[src/rtl/vote_pkg.sv]
// Shared types and helpers for the vote tally datapath: FSM states, vote-pattern
// classification and a width-generic saturating increment.
package vote_pkg;

    localparam int MAX_W = 64;

    typedef enum logic [1:0] {VOTE, SCAN, DONE} state_t;
    typedef enum logic [1:0] {VV_NONE, VV_ONE, VV_MULTI} vv_class_t;

    // v & (v-1) clears the lowest set bit, so a non-zero result means two or more bits set.
    function automatic vv_class_t classify_vote(input logic [MAX_W-1:0] v);
        if (v == '0)
            return VV_NONE;
        else if ((v & (v - MAX_W'(1))) == '0)
            return VV_ONE;
        else
            return VV_MULTI;
    endfunction

    function automatic logic [MAX_W-1:0] sat_inc(input logic [MAX_W-1:0] val,
                                                 input int unsigned     w);
        logic [MAX_W-1:0] lim;
        lim = (w >= MAX_W) ? '1 : ((MAX_W'(1) << w) - MAX_W'(1));
        return (val >= lim) ? val : val + MAX_W'(1);
    endfunction

endpackage

[src/rtl/vote_max_scan.sv]
// Sequential max search over the frozen candidate counters: one candidate per cycle,
// lowest index wins ties, and the tie flag reports any equal competitor.
module vote_max_scan
    import vote_pkg::*;
#(
    parameter  int NUM_CAND = 4,
    parameter  int CNT_W    = 32,
    localparam int IDX_W    = $clog2(NUM_CAND)
) (
    input  logic                      clk,
    input  logic                      reset,
    input  logic                      start,
    input  logic                      abort,
    input  logic [NUM_CAND*CNT_W-1:0] cnt_bus,
    output state_t                    state,
    output logic                      result_valid,
    output logic [IDX_W-1:0]          winner_idx,
    output logic [CNT_W-1:0]          winner_cnt,
    output logic                      tie
);
    localparam logic [IDX_W-1:0] LAST = IDX_W'(NUM_CAND - 1);

    state_t           state_nxt;
    logic [IDX_W-1:0] idx;
    logic [IDX_W-1:0] nidx;
    logic [CNT_W-1:0] cand;

    assign nidx = idx + IDX_W'(1);
    assign cand = cnt_bus[nidx*CNT_W +: CNT_W];

    always_comb begin
        state_nxt = state;
        case (state)
            VOTE:    if (start) state_nxt = SCAN;
            SCAN: begin
                if (abort)
                    state_nxt = VOTE;
                else if (idx == LAST)
                    state_nxt = DONE;
            end
            DONE:    if (abort) state_nxt = VOTE;
            default: state_nxt = VOTE;
        endcase
    end

    always_ff @(posedge clk) begin
        if (reset)
            state <= VOTE;
        else
            state <= state_nxt;
    end

    // idx is the last candidate already folded into the running best.
    always_ff @(posedge clk) begin
        if (reset) begin
            idx        <= '0;
            winner_idx <= '0;
            winner_cnt <= '0;
            tie        <= 1'b0;
        end else begin
            case (state)
                VOTE: begin
                    if (start) begin
                        idx        <= '0;
                        winner_idx <= '0;
                        winner_cnt <= cnt_bus[CNT_W-1:0];
                        tie        <= 1'b0;
                    end
                end
                SCAN: begin
                    if (!abort && idx != LAST) begin
                        idx <= nidx;
                        if (cand > winner_cnt) begin
                            winner_idx <= nidx;
                            winner_cnt <= cand;
                            tie        <= 1'b0;
                        end else if (cand == winner_cnt) begin
                            tie <= 1'b1;
                        end
                    end
                end
                default: ;
            endcase
        end
    end

    assign result_valid = (state == DONE);

endmodule

[src/rtl/vote_tally.sv]
// Saturating one-hot vote counter with multi-hot rejection and a sequential winner scan.
// Optional one-vote-per-press lockout is enabled by defining VOTE_TALLY_LOCKOUT_EN.
module vote_tally
    import vote_pkg::*;
#(
    parameter  int NUM_CAND = 4,
    parameter  int CNT_W    = 32,
    localparam int IDX_W    = $clog2(NUM_CAND)
) (
    input  logic                      clk,
    input  logic                      reset,
    input  logic                      mode,
    input  logic [NUM_CAND-1:0]       vote_valid,
    output logic [NUM_CAND*CNT_W-1:0] cand_vote_rcvd,
    output logic [CNT_W-1:0]          total_votes,
    output logic [CNT_W-1:0]          reject_cnt,
    output logic                      vote_ack,
    output logic                      result_valid,
    output logic [IDX_W-1:0]          winner_idx,
    output logic [CNT_W-1:0]          winner_cnt,
    output logic                      tie
);
    state_t           state;
    vv_class_t        vclass;
    logic             voting;
    logic             accept;
    logic             reject;
    logic             locked;
    logic [CNT_W-1:0] cnt [NUM_CAND];

    function automatic logic [CNT_W-1:0] sat_cnt(input logic [CNT_W-1:0] v);
        return CNT_W'(sat_inc(MAX_W'(v), CNT_W));
    endfunction

    assign vclass = classify_vote(MAX_W'(vote_valid));
    assign voting = (state == VOTE) && !mode && !locked;
    assign accept = voting && (vclass == VV_ONE);
    assign reject = voting && (vclass == VV_MULTI);

`ifdef VOTE_TALLY_LOCKOUT_EN
    // A held button counts once; an idle cycle re-arms voting.
    always_ff @(posedge clk) begin
        if (reset)
            locked <= 1'b0;
        else if (accept)
            locked <= 1'b1;
        else if (vote_valid == '0)
            locked <= 1'b0;
    end
`else
    assign locked = 1'b0;
`endif

    always_ff @(posedge clk) begin
        if (reset) begin
            for (int i = 0; i < NUM_CAND; i++)
                cnt[i] <= '0;
            total_votes <= '0;
            reject_cnt  <= '0;
            vote_ack    <= 1'b0;
        end else begin
            if (accept) begin
                for (int i = 0; i < NUM_CAND; i++)
                    if (vote_valid[i])
                        cnt[i] <= sat_cnt(cnt[i]);
                total_votes <= sat_cnt(total_votes);
            end
            if (reject)
                reject_cnt <= sat_cnt(reject_cnt);
            vote_ack <= accept;
        end
    end

    for (genvar g = 0; g < NUM_CAND; g++) begin : g_flat
        assign cand_vote_rcvd[g*CNT_W +: CNT_W] = cnt[g];
    end

    // Counters cannot move outside VOTE, so the scan sees a frozen bus.
    vote_max_scan #(
        .NUM_CAND (NUM_CAND),
        .CNT_W    (CNT_W)
    ) u_scan (
        .clk          (clk),
        .reset        (reset),
        .start        (mode),
        .abort        (!mode),
        .cnt_bus      (cand_vote_rcvd),
        .state        (state),
        .result_valid (result_valid),
        .winner_idx   (winner_idx),
        .winner_cnt   (winner_cnt),
        .tie          (tie)
    );

endmodule

[config.mk]
export PLATFORM = sky130hd
export DESIGN_NAME = vote_tally
export DESIGN_NICKNAME = d
export VERILOG_FILES = /design/src/rtl/vote_pkg.sv /design/src/rtl/vote_max_scan.sv /design/src/rtl/vote_tally.sv
export SDC_FILE = /design/constraint.sdc
export NUM_CORES = 1
export LEC_CHECK = 0
export ABC_AREA = 1
export BUFFER_PORTS_ARGS = -buffer_cell sky130_fd_sc_hd__clkbuf_2
export CORE_UTILIZATION = 45
export CTS_CLUSTER_SIZE = 8
export DETAILED_ROUTE_END_ITERATION = 12
export PLACE_DENSITY = 0.74
export SLEW_MARGIN = 20
export SYNTH_ARGS = -nofsm -noshare
export SYNTH_HDL_FRONTEND = slang
export SYNTH_SLANG_ARGS = --single-unit
export TNS_END_PERCENT = 20
[constraint.sdc]
create_clock -name clk -period 10.4 [get_ports clk]
set_input_delay 1.56 -clock clk [delete_from_list [all_inputs] [get_ports clk]]
set_output_delay 1.56 -clock clk [all_outputs]
set_load 0.1 [all_outputs]
* Word level (Yosys, flattened, before mapping)
Memories as Yosys holds them, arrays and structs flattened.
Index checks and enable logic that the tools add are counted.
** Operators by class
- $add $sub $neg :: 8
- Multiply operators :: 0
- Divide/modulo/power cells :: 0
- Magnitude comparators :: 7
- Eq/ne operators :: 13
- Shift operators :: 1
- Mux-type cells :: 48
- Bitwise operators :: 7
- Reductions and logical operators :: 15
** Operators by type and width (number)
- 2-to-1 mux 32 bit :: 11
- adder 32 x 1 -> 32 bit, second input constant :: 6
- greater-or-equal comparator 32 bit, second input constant :: 6
- variable part select 128 x 8 -> 32 bit :: 1
- AND 4 x 64 -> 64 bit :: 1
- logical NOT 64 bit :: 1
- case mux 32 bit (2 select lines) :: 1
- == test 32 bit :: 1
- greater-than comparator 32 bit :: 1
- 2-to-1 mux 1 bit :: 22
- 2-to-1 mux 2 bit :: 10
- case mux 2 bit (2 select lines) :: 2
- AND reduction 4 bit :: 2
- == test 2 bit, second input constant :: 3
- inequality test 2 bit, second input constant :: 3
- case mux 2 bit (3 select lines) :: 1
- AND reduction 3 bit :: 2
- subtractor 4 x 1 -> 5 bit, second input constant :: 1
- == test 2 x 1 -> 1 bit, second input constant :: 2
- logical AND 1 bit :: 4
- logical NOT 4 bit :: 1
- inequality test 2 x 1 -> 1 bit, second input constant :: 2
- OR 1 bit :: 4
- AND reduction 2 bit :: 2
- 8 further kinds :: 9
** Storage, ports and cells
- Bits in registers :: 104
- Latch bits :: 0
- RAM bits :: 128
- Memory bits (read-only) :: 0
- Input bits :: 7
- Output and inout bits :: 229
- Word-level logic and storage cells :: 108
- Memories :: 1
** Memory list
- cnt :: words 4, bits a word 32, rd ports 4, clocked after Yosys merged registers in 0, wr ports 4, RTL line vote_tally.sv:29 : logic [CNT_W-1:0] cnt [NUM_CAND];

* Logic depth before layout (Yosys ltp)
- Word-level depth :: 11
- Depth in mapped cells :: 26

* Modules after synthesis
A second synthesis with hierarchy kept.
** Unflattened totals
- Cell total of the unflattened synthesis :: 2280
- Area total of the unflattened synthesis :: 15508.6 um^2
** Modules (own cells, without submodules)
- vote_tally :: instances 1, cells each 1668, area an instance 11856.4 um^2, seq. area each 5144.9 um^2
- vote_max_scan :: instances 1, cells each 612, area an instance 3652.3 um^2, seq. area each 780.7 um^2

* Worst setup path after synthesis
No wires, ideal clock.
- Kind :: input-to-reg
- Start :: input port vote_valid[1]
- End :: memory cnt[3][0] (enable)
- Setup time :: 0.466 ns
- Arrival :: 4.787 ns
- Slack :: 5.147 ns
- Stages :: 10
- Cells stage by stage :: inv_1 nand3_1 nand2_1 inv_1 nor3_2 nand2_1 inv_2 nand2_1 buf_2 o21ai_0
** RTL lines
- start, declared :: RTL line vote_tally.sv:13 : input logic [NUM_CAND-1:0] vote_valid,
- end, declared :: RTL line vote_tally.sv:29

* Worst setup path in the final report
- Start :: register u_scan.idx[0]
- End :: register u_scan.winner_cnt[3]
** On the way
- Cells in the longest elaborated chain, start to end :: 5
- Elaborated cells on any way between the ends :: 11
** RTL lines
- start, declared :: RTL line vote_max_scan.sv:24 : logic [IDX_W-1:0] idx;
- start signal, assigned :: RTL line vote_max_scan.sv:72 : idx <= nidx;
- adder 2 x 1 -> 2 bit :: RTL line vote_max_scan.sv:28 : assign nidx = idx + IDX_W'(1);
- variable part select 128 x 8 -> 32 bit :: RTL line vote_max_scan.sv:29 : assign cand = cnt_bus[nidx*CNT_W +: CNT_W];
- greater-than comparator 32 bit / 2-to-1 mux 32 bit (equally long branches) :: RTL line vote_max_scan.sv:73 : if (cand > winner_cnt) begin
- inequality test 2 x 1 -> 1 bit (no line) / 2-to-1 mux 32 bit (equally long branches)
- AND reduction 4 bit (no line) / case mux 32 bit (2 select lines) (equally long branches)
- end signal, assigned :: RTL line vote_max_scan.sv:66 : winner_cnt <= cnt_bus[CNT_W-1:0];
- end signal, assigned :: RTL line vote_max_scan.sv:75 : winner_cnt <= cand;
- end, declared :: RTL line vote_max_scan.sv:18 : output logic [CNT_W-1:0] winner_cnt,
Parallel ways exist; a longest one is shown, timed or not. The select of a mux whose other input is x is not followed.
A chain may end at the register's enable or synchronous reset.

==> flow_summary.yaml <==
detailed_routing:
  route.final.wire_length_um: 48900
  first_iter_violations: 1631
  viasPerCell: 5.550
  drc: 0
  drt.antenna.violating_nets: 0
  routed-via-count: 15070
  detail_route.first_pass.iterations: 5
  routedWlPerCell_um: 18.01
global_route:
  grt_residual_overflow: 0
  grt_max_degree: 78
  antenna_found_initial: 0
  global_route.usage.total: 0.2885
  number_of_global_route_vias_before_repair: 13590
  grt_pass1_wl_um: 75530
synthesis:
  synth-seq-cells: 232
  synth.yosys.seq_area_share: 0.4036
  post_synth_inst_count: 2046
  synth_area_leader_cell: "sky130_fd_sc_hd__edfxtp_1"
  synthesis.area_um2: 14680
  synth_fp_nets: 2092
  postSynth.topFlopCell: "sky130_fd_sc_hd__edfxtp_1"
  edff_count_synth: 128
  synthesis_warning_total: 0
  synth_async_sr_flop_share: 0
  top_cell_type_s_share_of_synthesized_area: 0.2618
  synth.avg_cell_area_um2: 7.176
  post_synth_main_area_contributors: "sky130_fd_sc_hd__edfxtp_1 26%, sky130_fd_sc_hd__dfxtp_1 14%, sky130_fd_sc_hd__nand2_1 12%, sky130_fd_sc_hd__nor2_1 7.3%, sky130_fd_sc_hd__a21oi_1 6.2%"
  ys_types: 50
  yosys-top-cells-count: "488 x sky130_fd_sc_hd__nand2_1, 284 x sky130_fd_sc_hd__nor2_1, 241 x sky130_fd_sc_hd__inv_1, 182 x sky130_fd_sc_hd__a21oi_1, 130 x sky130_fd_sc_hd__o21ai_0"
  synthMostInstantiatedCell: "sky130_fd_sc_hd__nand2_1"
final_layout:
  drive_gt1_frac: 0.1544
  finalCoreUtilization: 0.5392
  antenna_diode_count: 0
  area_growth_pct: 16.77
  finalNetCount: 2308
clocking:
  post_cts_resized: 0
  htreeDepth: 2
  tritoncts: "done"
  cts.reportedPaths.clkPinSlew_ns: 0.05
  postCtsHoldBufs: 0
  postCtsSetupBuffers: 0
  cts_made_buffers: 34
  cts_root_buf: "sky130_fd_sc_hd__clkbuf_16"
  cts_max_path_buffers: 3
  clock_sinks: 232
  clk_latency_ns: 0.51
placement:
  port_buffers: 235
  post-dp-hpwl_um: 36530
  last_weighted_congestion_value_of_the_routability_driven_placer: 0.9952
power_and_ir_drop:
  p_leak_nw: 7.288
  power_density_nw_per_um2: 159.7
  irDropWorstVdd_v: 0.0001172
critical_path:
  critical_path_peak_fanout: 67
  cp.required_ns: 10.78
  path_class: "flip-flop to flip-flop"
  reg2reg_capture_point: "u_scan.winner_cnt[3]"
  critical_path_arrival_ns: 4.60
  worst_r2r_path_depth: 17
  critical_path.reg2reg.startpoint: "u_scan.idx[0]"
  critPathLaunchType: "flip-flop"
  reg2reg_slack_ns: 6.18
  cp-end-kind: "flip-flop"
sta:
  slew_viol_final: 0
  final-hold-violation-count: 0
  aggregate_negative_setup_slack_ns: 0
  period_needed_ns: 4.217
  rsz0062_at_grt: "no"
  worst_slew_margin_relative_to_its_limit: 0.2793
  layout_worst_path_cycle_share: 0.4055
  setup_violation_total_in_the_final_timing_report: 0
  max_clock_freq_mhz: 237.1
  worst_pin_slew_ns: 1.079
  fin_skew_ns: 0.02004
floorplan:
  coreArea_um2: 31800
  die_area_um2: 33360
  die_width_um: 182.6
  placementRows: 65
  starting_density_of_the_core: 0.4617
  die_height_um: 182.6
  top_level_ports: 236
hold_path:
  holdPathStages: 2
  worst_hold_path_endpoint: "u_scan.tie"
  timing.hold.worst.start: "u_scan.tie"
  min_path_type: "flip-flop to flip-flop"
run_status:
  outcome: "finished, final reports clean"
flow_run:
  max-cap-violations: 0
## placed cells by master, fill, tap and decap left out, types with 20 or more instances in the layout
cell type,n
sky130_fd_sc_hd__nor3_1,60
sky130_fd_sc_hd__ha_1,39
sky130_fd_sc_hd__nor2_1,284
sky130_fd_sc_hd__nor4_1,20
sky130_fd_sc_hd__inv_1,240
sky130_fd_sc_hd__xor2_1,39
sky130_fd_sc_hd__clkbuf_2,235
sky130_fd_sc_hd__nand2_1,487
sky130_fd_sc_hd__o21ai_0,129
sky130_fd_sc_hd__nand4_1,44
sky130_fd_sc_hd__edfxtp_1,128
sky130_fd_sc_hd__clkbuf_16,35
sky130_fd_sc_hd__dfxtp_1,104
sky130_fd_sc_hd__nand3_1,70
sky130_fd_sc_hd__a21oi_1,182
## cell families after synthesis
group	count (synthesis)	share of synthesized area
and+or+nand+nor	1043	0.3162
AOI/OAI and AO/OA	358	0.1278
buffers and inverters	317	0.08513
DFF	232	0.4036
xor gates and xnor gates	57	0.03400
adders and majority gates	39	0.03323
## final cells by class
type	count	area, µm²
inverters	250	938.4
flip-flops and latches	232	5926
multi-input cells	1497	7518
clock buffers	53	943.4
clock inverters	1	8.758
well taps	435	544.3
repair buffers	247	1266
fillers	3059	14650
## power breakdown
part | internal, mW | switching [mW] | leakage (nW) | total, mW
Sequential | 1.01 | 0.0653 | 2.18 | 1.08
Combinational | 0.116 | 0.518 | 4.66 | 0.634
Clock | 0.617 | 0.410 | 0.457 | 1.03
Total | 1.74 | 0.994 | 7.29 | 2.74
## per-layer routing
layer,vias to the layer above,global-route usage,share of wire
li1,7206,-,-
met4,0,0.1200,0.041
met1,6964,0.3995,0.42
met3,123,0.04829,0.098
met5,-,0,0
met2,774,0.4450,0.44
## worst max-delay path by stage
| stage | slack, ns | endpoint | cells past startpoint | start |
|---|---|---|---|---|
| final | 6.18 | u_scan.winner_cnt[3] | 17 | u_scan.idx[0] |
| after global placement | 6.10 | u_scan.winner_cnt[7] | 19 | u_scan.idx[0] |
| after global routing | 5.81 | u_scan.winner_cnt[23] | 21 | u_scan.idx[0] |
| after CTS | 5.90 | u_scan.winner_cnt[3] | 19 | u_scan.idx[0] |
| after floorplan | 5.15 | cnt[3][0] | 10 | vote_valid[1] |
| after detailed placement | 5.98 | u_scan.winner_cnt[24] | 19 | u_scan.idx[0] |
## sequential cells by signal (all words and copies together) (netlist names)
register,flops
u_scan.idx,2
total_votes,32
u_scan.winner_idx,2
cnt,128
u_scan.state,2
u_scan.tie,1
reject_cnt,32
u_scan.winner_cnt,32
vote_ack,1
## critical path, cell delays in order, from the launching register on
cell	delay (ns)
sky130_fd_sc_hd__dfxtp_1	0.30
sky130_fd_sc_hd__buf_4	0.38
sky130_fd_sc_hd__ha_1	0.40
sky130_fd_sc_hd__inv_1	0.08
sky130_fd_sc_hd__buf_4	0.43
sky130_fd_sc_hd__o21ai_0	0.18
sky130_fd_sc_hd__a21oi_1	0.29
sky130_fd_sc_hd__a21oi_1	0.17
sky130_fd_sc_hd__ha_1	0.32
sky130_fd_sc_hd__nand2_1	0.07
sky130_fd_sc_hd__nor4_2	0.31
sky130_fd_sc_hd__nand2_1	0.11
sky130_fd_sc_hd__nand2_1	0.08
sky130_fd_sc_hd__nand2_1	0.11
sky130_fd_sc_hd__nand2_4	0.53
sky130_fd_sc_hd__nand2_1	0.13
sky130_fd_sc_hd__nand2_1	0.10
sky130_fd_sc_hd__nor2_1	0.05
## metrics by stage
step	power [mW]	hold WS [ns]	std cells	instance area, µm²	worst slack (ns)
after floorplan	1.580	0.4749	2046	14680	5.147
after CTS	2.743	0.4558	2715	17140	5.902
final	2.737	0.4507	2715	17150	6.183
after global routing	2.826	0.4952	2715	17150	5.814
after detailed placement	1.720	0.4473	2661	16190	5.978
after global placement	1.711	0.4404	2661	16190	6.096
(Power assumes the default switching activity.)
